**src/rtl/tlb_op_ctrl.sv**
```systemverilog
// Sequences LoongArch TLB management ops (TLBSRCH/TLBRD/TLBWR/TLBFILL/INVTLB) onto the TLB ports.
// Define TLB_FILL_LFSR_EN to pick the TLBFILL victim from an 8-bit LFSR instead of a round-robin counter.
module tlb_op_ctrl #(
    parameter int TLBNUM = 16,
    parameter int IDXW   = $clog2(TLBNUM)
) (
    input  logic            clk,
    input  logic            resetn,
    input  logic            op_valid,
    output logic            op_ready,
    input  logic [2:0]      op_code,
    input  logic [4:0]      inv_op,
    input  logic [9:0]      inv_asid,
    input  logic [18:0]     inv_vppn,
    input  logic [IDXW-1:0] csr_index,
    input  logic            csr_ne,
    input  logic [5:0]      csr_ps,
    input  logic [18:0]     csr_vppn,
    input  logic [9:0]      csr_asid,
    input  logic            csr_g,
    input  logic [25:0]     csr_elo0,
    input  logic [25:0]     csr_elo1,
    input  logic            csr_tlbr,
    input  logic            lsu_s1_req,
    output logic            s1_sel,
    output logic [18:0]     s1_vppn,
    output logic [9:0]      s1_asid,
    input  logic            s1_found,
    input  logic [IDXW-1:0] s1_index,
    output logic            tlb_we,
    output logic [IDXW-1:0] tlb_w_index,
    output logic [88:0]     tlb_w_entry,
    output logic [IDXW-1:0] tlb_r_index,
    input  logic [88:0]     tlb_r_entry,
    output logic            tlb_inv_valid,
    output logic [4:0]      tlb_inv_op,
    output logic            done,
    output logic            res_found,
    output logic [IDXW-1:0] res_index,
    output logic [88:0]     res_entry,
    output logic            res_err
);

    typedef enum logic [2:0] {
        S_IDLE,
        S_SRCH,
        S_RD,
        S_WR,
        S_INV,
        S_DONE
    } state_t;

    state_t state, state_nxt;

    logic            fill_q;
    logic [4:0]      inv_op_q;
    logic [9:0]      inv_asid_q;
    logic [18:0]     inv_vppn_q;
    logic [IDXW-1:0] index_q;
    logic            ne_q;
    logic [5:0]      ps_q;
    logic [18:0]     vppn_q;
    logic [9:0]      asid_q;
    logic            g_q;
    logic [25:0]     elo0_q;
    logic [25:0]     elo1_q;
    logic            tlbr_q;

    logic            accept;
    logic            inv_bad;
    logic [IDXW-1:0] fill_idx;
    logic            fill_step;

    assign accept    = op_valid && (state == S_IDLE);
    assign inv_bad   = (inv_op_q > 5'd6);
    assign fill_step = (state == S_WR) && fill_q;

    always_ff @(posedge clk or negedge resetn) begin
        if (!resetn) begin
            state <= S_IDLE;
        end else begin
            state <= state_nxt;
        end
    end

    // CSR and invtlb operands are captured once at acceptance so later CSR writes cannot leak in.
    always_ff @(posedge clk or negedge resetn) begin
        if (!resetn) begin
            fill_q     <= 1'b0;
            inv_op_q   <= '0;
            inv_asid_q <= '0;
            inv_vppn_q <= '0;
            index_q    <= '0;
            ne_q       <= 1'b0;
            ps_q       <= '0;
            vppn_q     <= '0;
            asid_q     <= '0;
            g_q        <= 1'b0;
            elo0_q     <= '0;
            elo1_q     <= '0;
            tlbr_q     <= 1'b0;
        end else if (accept) begin
            fill_q     <= (op_code == 3'd3);
            inv_op_q   <= inv_op;
            inv_asid_q <= inv_asid;
            inv_vppn_q <= inv_vppn;
            index_q    <= csr_index;
            ne_q       <= csr_ne;
            ps_q       <= csr_ps;
            vppn_q     <= csr_vppn;
            asid_q     <= csr_asid;
            g_q        <= csr_g;
            elo0_q     <= csr_elo0;
            elo1_q     <= csr_elo1;
            tlbr_q     <= csr_tlbr;
        end
    end

`ifdef TLB_FILL_LFSR_EN
    logic [7:0] lfsr;

    always_ff @(posedge clk or negedge resetn) begin
        if (!resetn) begin
            lfsr <= 8'h01;
        end else if (fill_step) begin
            lfsr <= {lfsr[6:0], lfsr[7] ^ lfsr[5] ^ lfsr[4] ^ lfsr[3]};
        end
    end

    assign fill_idx = lfsr[IDXW-1:0];
`else
    logic [IDXW-1:0] fill_cnt;

    always_ff @(posedge clk or negedge resetn) begin
        if (!resetn) begin
            fill_cnt <= '0;
        end else if (fill_step) begin
            if (fill_cnt == IDXW'(TLBNUM - 1)) begin
                fill_cnt <= '0;
            end else begin
                fill_cnt <= fill_cnt + IDXW'(1);
            end
        end
    end

    assign fill_idx = fill_cnt;
`endif

    always_comb begin
        state_nxt     = state;
        op_ready      = 1'b0;
        s1_sel        = 1'b0;
        s1_vppn       = '0;
        s1_asid       = '0;
        tlb_we        = 1'b0;
        tlb_w_index   = '0;
        tlb_w_entry   = '0;
        tlb_r_index   = '0;
        tlb_inv_valid = 1'b0;
        tlb_inv_op    = '0;
        done          = 1'b0;
        case (state)
            S_IDLE: begin
                op_ready = 1'b1;
                if (op_valid) begin
                    case (op_code)
                        3'd0:    state_nxt = S_SRCH;
                        3'd1:    state_nxt = S_RD;
                        3'd2:    state_nxt = S_WR;
                        3'd3:    state_nxt = S_WR;
                        3'd4:    state_nxt = S_INV;
                        default: state_nxt = S_DONE;
                    endcase
                end
            end
            S_SRCH: begin
                if (!lsu_s1_req) begin
                    s1_sel    = 1'b1;
                    s1_vppn   = vppn_q;
                    s1_asid   = asid_q;
                    state_nxt = S_DONE;
                end
            end
            S_RD: begin
                tlb_r_index = index_q;
                state_nxt   = S_DONE;
            end
            S_WR: begin
                tlb_we      = 1'b1;
                tlb_w_index = fill_q ? fill_idx : index_q;
                tlb_w_entry = {tlbr_q | ~ne_q, vppn_q, ps_q, asid_q, g_q, elo0_q, elo1_q};
                state_nxt   = S_DONE;
            end
            S_INV: begin
                if (inv_bad) begin
                    state_nxt = S_DONE;
                end else if (!lsu_s1_req) begin
                    s1_sel        = 1'b1;
                    tlb_inv_valid = 1'b1;
                    s1_vppn       = inv_vppn_q;
                    s1_asid       = inv_asid_q;
                    tlb_inv_op    = inv_op_q;
                    state_nxt     = S_DONE;
                end
            end
            S_DONE: begin
                done      = 1'b1;
                state_nxt = S_IDLE;
            end
            default: state_nxt = S_IDLE;
        endcase
    end

    // Results update only on the way into DONE; res_err is refreshed by every op.
    always_ff @(posedge clk or negedge resetn) begin
        if (!resetn) begin
            res_found <= 1'b0;
            res_index <= '0;
            res_entry <= '0;
            res_err   <= 1'b0;
        end else begin
            if ((state == S_SRCH) && !lsu_s1_req) begin
                res_found <= s1_found;
                res_index <= s1_found ? s1_index : '0;
            end
            if (state == S_RD) begin
                res_entry <= tlb_r_entry;
            end
            if ((state != S_DONE) && (state_nxt == S_DONE)) begin
                res_err <= (state == S_IDLE) || ((state == S_INV) && inv_bad);
            end
        end
    end

endmodule

```
**config.mk**
```make
export PLATFORM = sky130hd
export DESIGN_NAME = tlb_op_ctrl
export DESIGN_NICKNAME = d
export VERILOG_FILES = /design/src/rtl/tlb_op_ctrl.sv
export SDC_FILE = /design/constraint.sdc
export NUM_CORES = 1
export LEC_CHECK = 0
export ABC_AREA = 0
export CAP_MARGIN = 10
export CORE_AREA = 2 2 176 178
export CTS_CLUSTER_DIAMETER = 60
export CTS_CLUSTER_SIZE = 24
export DETAILED_ROUTE_END_ITERATION = 12
export DIE_AREA = 0 0 178 180
export PLACE_DENSITY = 0.66
export SETUP_SLACK_MARGIN = 0.5
export SYNTH_ARGS = -nofsm -noshare
export SYNTH_HDL_FRONTEND = slang
export SYNTH_SLANG_ARGS = --single-unit
```
**constraint.sdc**
```tcl
create_clock -name clk -period 5.86 [get_ports clk]
set_input_delay 1.172 -clock clk [delete_from_list [all_inputs] [get_ports clk]]
set_output_delay 1.172 -clock clk [all_outputs]
set_load 0.1 [all_outputs]
```
==> impl_metrics.yaml, run 1 <==
route:
  postRouteAntennaNets: 0
  route.detailed.vias_per_inst: 4.616
  detailroute.via_count: 7146
  wire_per_inst_um: 19.18
  totalWireLength_um: 29680
  drc_errors: 0
  dr.pass1.iters: 4
  drtIter0Drc: 253
sta:
  timing.fmax_mhz: 206.2
  min_period_over_period_pct: 82.75
  worstMarginPinSlew_ns: 1.138
  rsz0062_at_grt: "no"
  finClkSkew_ns: 0.01273
  slew_violations: 0
  final-setup-viol-count: 0
  slew_headroom_pct: 23.83
  finalCriticalPeriod_ns: 4.849
  hold_viol: 0
  timing.setup.tns_ns: 0
  fin_ws_ns: 1.011
placement:
  placement.setup.worst_slack_ns: 1.447
  routabilityCongestion: 0.7680
  dp_hpwl_um: 22000
  numPortBuffers: 457
floorplanning:
  core.rowCount: 64
  placeableCoreArea_um2: 30190
  io-pin-count: 460
  die_footprint_um2: 32040
  die_height_um: 180
  initial_core_utilization_pct: 32.48
  fp.dieW_um: 178
min_path:
  class_of_the_tightest_hold_or_removal_check: "flop to flop"
critical_path:
  critPathKind: "flop to output port"
  worstPathCellList: "nand3b_1 > inv_2 > buf_4 > and2_1 > clkdlybuf4s50_1"
  worst_path_largest_cell_delay_ns: 1.13
  cpMaxStageDelayCell: "clkdlybuf4s50_1"
  cp-start-kind: "flop"
  worstPathArrival_ns: 3.68
  critical_path_required_ns: 4.69
  critical_path_peak_fanout: 65
  worst_setup_end_kind: "output port"
cts:
  clk_transition_reported_paths_ns: 0.07
  clkSinkCount: 231
  cts_tree: "built"
  ctsLongestPathBuffers: 3
  worst_skew_pair.late_latency_ns: 0.53
  post_cts_buffers: 0
  cts-buffers-inserted: 25
  cts.htree.levels: 1
  cts_hold_buf: 0
  post_cts.resized_instances: 0
  clock_tree.root_cell: "clkbuf_16"
synth:
  ys.warnings.count: 0
  dominant_cells_by_area_after_synthesis: "dfrtp_1, mux2_2, and2_1"
  post_synth.cell_area_avg_um2: 14.27
  yosys_register_bits: 231
  synth_cell_type_count: 40
  synthDominantCellAreaShare_pct: 58.95
  biggest_area_consumer_among_synthesized_cells: "dfrtp_1"
  synth_area_um2: 9806
  yosys.cell_count.top_type: "dfrtp_1"
  post_synth_edffs: 0
  synth_flop_cell: "dfrtp_1"
  synth.top_cells.by_count: "dfrtp_1, mux2_2, and2_1, buf_2, a22o_2"
  fraction_of_the_yosys_area_taken_by_sequential_cells_pct: 58.95
  postSynth.asyncResetShare_pct: 100.0
  synthesis.instances: 687
power:
  p_leak_nw: 6.544
  power_density_nw_per_um2: 575.0
  worst_ir_drop_vdd_mv: 0.5109
finish:
  syn2layout_area_growth_pct: 57.96
  antenna_cells: 0
  n_fill_cell: 2684
  layout-drive-gt1-share_pct: 28.65
  multi_input_combinational_cell_area_um2: 3749
  design.final.nets: 1363
  sequential_cell_area_um2: 5781
global_route:
  grt_first_pass_wirelength_um: 45040
  gr-usage-all-layers_pct: 18.02
  grt_remaining_overflow: 0
  grt_max_degree: 127
  grt_pass1_vias: 7792
  antenna_found_initial: 3
status:
  outcome: "finished, final reports clean"
run:
  number_of_maximum_capacitance_constraint_violations: 0
==> sequential cells by signal, summed over array words and instances, names as in the netlist, 5 cells and up <==
register / cells
asid_q: 10
inv_asid_q: 10
inv_vppn_q: 19
vppn_q: 19
res_entry: 89
inv_op_q: 5
elo0_q: 26
ps_q: 6
elo1_q: 26
==> per-stage QoR <==
step	total power, mW	instance area [um2]	hold WS, ns	cells	util [%]
6_report	8.905	15490	0.4984	1548	51.31
5_1_grt	9.298	15490	0.5217	1548	51.31
4_1_cts	9.014	15490	0.5029	1548	51.31
3_5_place_dp	7.340	14630	0.4872	1502	48.47
3_3_place_gp	7.290	14630	0.4763	1502	48.47
2_1_floorplan	6.143	9809	0.4665	688	-
==> path summary, 6_finish.rpt <==
path | from | to | slack, ns | cells after the start
worst max-delay path | state[2] | tlb_w_entry[54] | 1.01 | 5
worst min-delay path | ps_q[5] | ps_q[5] | 0.50 | 1
worst max register to register | state[2] | elo1_q[15] | 3.22 | 3
worst min register to register | ps_q[5] | ps_q[5] | 0.50 | 1
max in group asynchronous | resetn | inv_vppn_q[13] | 3.87 | 2
min in group asynchronous | resetn | vppn_q[12] | 0.71 | 1
==> power by group <==
group	leakage [nW]	switching (mW)	internal, mW
sequential	2.86	0.452	2.31
combinational	3.27	3.12	1.39
clock	0.423	0.738	0.896
total	6.54	4.31	4.60
==> cells by family after synthesis <==
family,share of synthesized area [%]
AO/OA/AOI/OAI,3.943
XOR/XNOR,0.1787
adder cells (fa/ha/maj),0.1276
buffers and inverters,2.973
flip-flops,58.95
multiplexers,25.56
other,0.03824
AND/OR/NAND/NOR,8.230
==> layer usage <==
metal | GRT usage, % | part of all wire, %
met1 | 20.06 | 38
met5 | 0 | 0.15
met3 | 7.107 | 11
met4 | 4.787 | 2.1
met2 | 31.78 | 49
==> area by class of cell <==
type	instances	area share [%]
inverter	8	0.1939
sequential	231	37.32
tap	396	3.199
clock buffer	27	4.217
multi-input combinational	402	24.20
clock inverter	19	1.301
timing repair buffer	465	29.57
==> cells in the final DEF (no fill, tap or decap), drive strengths merged, types with 4 or more instances in the layout <==
cell           count
buf               43
a21oi              4
clkdlybuf4s50    422
nor2               5
nand3              6
o21ai              9
clkbuf            27
nand2              5
dfrtp            231
and2              95
mux2             219
mux2i              4
inv               23
a22o              29
==> worst max-delay path: cells and delay by family, from the launching register on <==
kind,cells,cell delay [ns]
buffers and inverters,3,2.03
flip-flops,1,0.52
AND/OR/NAND/NOR,2,0.56
No activity file was read; power rests on OpenSTA's default activity.
==> inputs of run 2 (changes only) <==
Clock period 5.86 ns to 4.5 ns, I/O delays scaled along.
==> run 2 against run 1 <==
Net effect: flip-flop and latch count is the same; utilization is 0.45 points higher; clock power increased by 21%; clock-buffer cell count decreased by 2; critical path depth is 2 lower; combinational power up 35%; register-to-register slack worse by 1.8 ns; first-iteration DRC count up 49%; clock skew is 0.0040 ns higher.
==> impl_metrics.yaml, run 2 (synthesized netlist as in run 1, its figures left out) <==
status:
  outcome: "finished, final reports clean"
critical_path:
  critical_path.startpoint: "state[2]"
  worst_reg2reg_endpoint: "res_entry[51]"
  rr_worst_depth: 3
  reg2reg_setup_slack_ns: 1.44
  worstPathArrival_ns: 2.83
  worstPathCellList: "nand3b_1 > nor2_1 > clkdlybuf4s50_1"
  worst_setup_end_kind: "output port"
  crit_end: "tlb_w_index[2]"
  cpMaxStageDelayCell: "clkdlybuf4s50_1"
  critPathKind: "flop to output port"
  cp-start-kind: "flop"
  critical_path_peak_fanout: 12
  reg2reg_from: "state[2]"
  critical_path_required_ns: 3.60
  worst_path_largest_cell_delay_ns: 1.17
placement:
  placement.setup.worst_slack_ns: 0.9729
  numPortBuffers: 457
  dp_hpwl_um: 22090
  routabilityCongestion: 0.8064
run:
  number_of_maximum_capacitance_constraint_violations: 0
floorplanning:
  placeableCoreArea_um2: 30190
  die_footprint_um2: 32040
  core.rowCount: 64
  io-pin-count: 460
  initial_core_utilization_pct: 32.48
  fp.dieW_um: 178
  die_height_um: 180
sta:
  fin_ws_ns: 0.7718
  finClkSkew_ns: 0.01676
  finalCriticalPeriod_ns: 3.728
  worstMarginPinSlew_ns: 1.146
  rsz0062_at_grt: "no"
  final-setup-viol-count: 0
  hold_viol: 0
  timing.setup.tns_ns: 0
  slew_headroom_pct: 23.26
  slew_violations: 0
  min_period_over_period_pct: 82.85
  timing.fmax_mhz: 268.2
finish:
  syn2layout_area_growth_pct: 59.35
  top_regs: "res_entry x89, elo0_q x26, elo1_q x26"
  most-common-layout-cells: "clkdlybuf4s50_1, dfrtp_1, mux2_2, buf_4, and2_1"
  layout-drive-gt1-share_pct: 36.47
  number_of_flip_flops_under_the_largest_register_name: 89
  mostFrequentLayoutCell: "clkdlybuf4s50_1"
  design.final.nets: 1363
  largest-register: "res_entry"
cts:
  cts-buffers-inserted: 23
  cts.htree.levels: 1
  ctsLongestPathBuffers: 3
  clk_transition_reported_paths_ns: 0.08
  clkSinkCount: 231
  clock_tree.root_cell: "clkbuf_16"
  cts_hold_buf: 0
  cts_tree: "built"
  worst_skew_pair.late_latency_ns: 0.52
global_route:
  grt_remaining_overflow: 0
  grt_pass1_vias: 7614
  grt_first_pass_wirelength_um: 45150
  gr-usage-all-layers_pct: 18.14
  antenna_found_initial: 1
  grt_max_degree: 123
power:
  worst_ir_drop_vdd_mv: 0.5323
  p_leak_nw: 6.799
  power_density_nw_per_um2: 745.5
  report.power.total_mw: 11.65
route:
  drc_errors: 0
  postRouteAntennaNets: 0
  detailroute.via_count: 7253
  dr.pass1.iters: 4
  totalWireLength_um: 29730
  drtIter0Drc: 376
  wire_per_inst_um: 19.23
  route.detailed.vias_per_inst: 4.691
min_path:
  class_of_the_tightest_hold_or_removal_check: "primary input to asynchronous set/reset pin"
==> run 2: cell types whose count changed in the layout (fill, tap and decap cells not counted), moves of 2 or more <==
cell	delta
buf_12	+35
buf_4	+61
clkbuf_1	+2
clkbuf_16	-2
clkbuf_8	-2
clkdlybuf4s50_1	-94
clkinv_2	+2
clkinv_8	+2
inv_12	+2
inv_6	-6
==> run 2: cell type report <==
class | count | area, um2
Fill cell | 2628 | 14560
Tap cell | 396 | 495.5
Sequential cell | 231 | 5781
Clock inverter | 16 | 186.4
Inverter | 8 | 31.28
Multi-Input combinational cell | 402 | 3749
Antenna cell | 1 | 2.502
Timing Repair Buffer | 467 | 4797
Clock buffer | 25 | 583.1
==> run 2: repair_timing <==
action	in CTS	in global routing
buffers inserted	0	0
gates resized for setup	0	1
endpoints found under the setup margin	0	40
==> run 2: worst min path at each step <==
stage	slack (ns)	endpoint	cells after the start	from
2_1_floorplan	0.47	fill_cnt[3]	1	fill_cnt[3]
3_3_place_gp	0.48	res_err	1	res_err
3_5_place_dp	0.49	elo1_q[14]	1	elo1_q[14]
4_1_cts	0.45	asid_q[5]	1	resetn
5_1_grt	0.47	asid_q[5]	1	resetn
6_report	0.43	asid_q[5]	1	resetn
==> run 2: worst max-delay path, delay by kind of cell (launching register included) <==
| family | cells | cell delay (ns) |
|---|---|---|
| and+or+nand+nor | 2 | 0.59 |
| DFF | 1 | 0.54 |
| buffers and inverters | 1 | 1.17 |
==> run 2: power by group <==
group / total (mW) / switching [mW] / internal, mW
Sequential: 3.56 / 0.558 / 3.00
Clock: 1.98 / 0.934 / 1.05
Combinational: 6.11 / 4.09 / 2.01
Total: 11.6 / 5.59 / 6.06
==> run 2: stage by stage <==
step / std cells / instance area, um2 / hold WS [ns] / utilization, %
final: 1546 / 15630 / 0.4336 / 51.76
after global routing: 1545 / 15620 / 0.4718 / 51.75
after CTS: 1545 / 15620 / 0.4511 / 51.74
after detailed placement: 1504 / 14850 / 0.4867 / 49.20
after global placement: 1504 / 14850 / 0.4795 / 49.20
after floorplan: 688 / 9809 / 0.4665 / -
==> run 2: per-layer routing <==
metal	global-route usage, %	share of wire [%]
met4	6.000	3.2
met3	6.937	11
met5	0	0
met2	30.08	48
met1	21.52	38
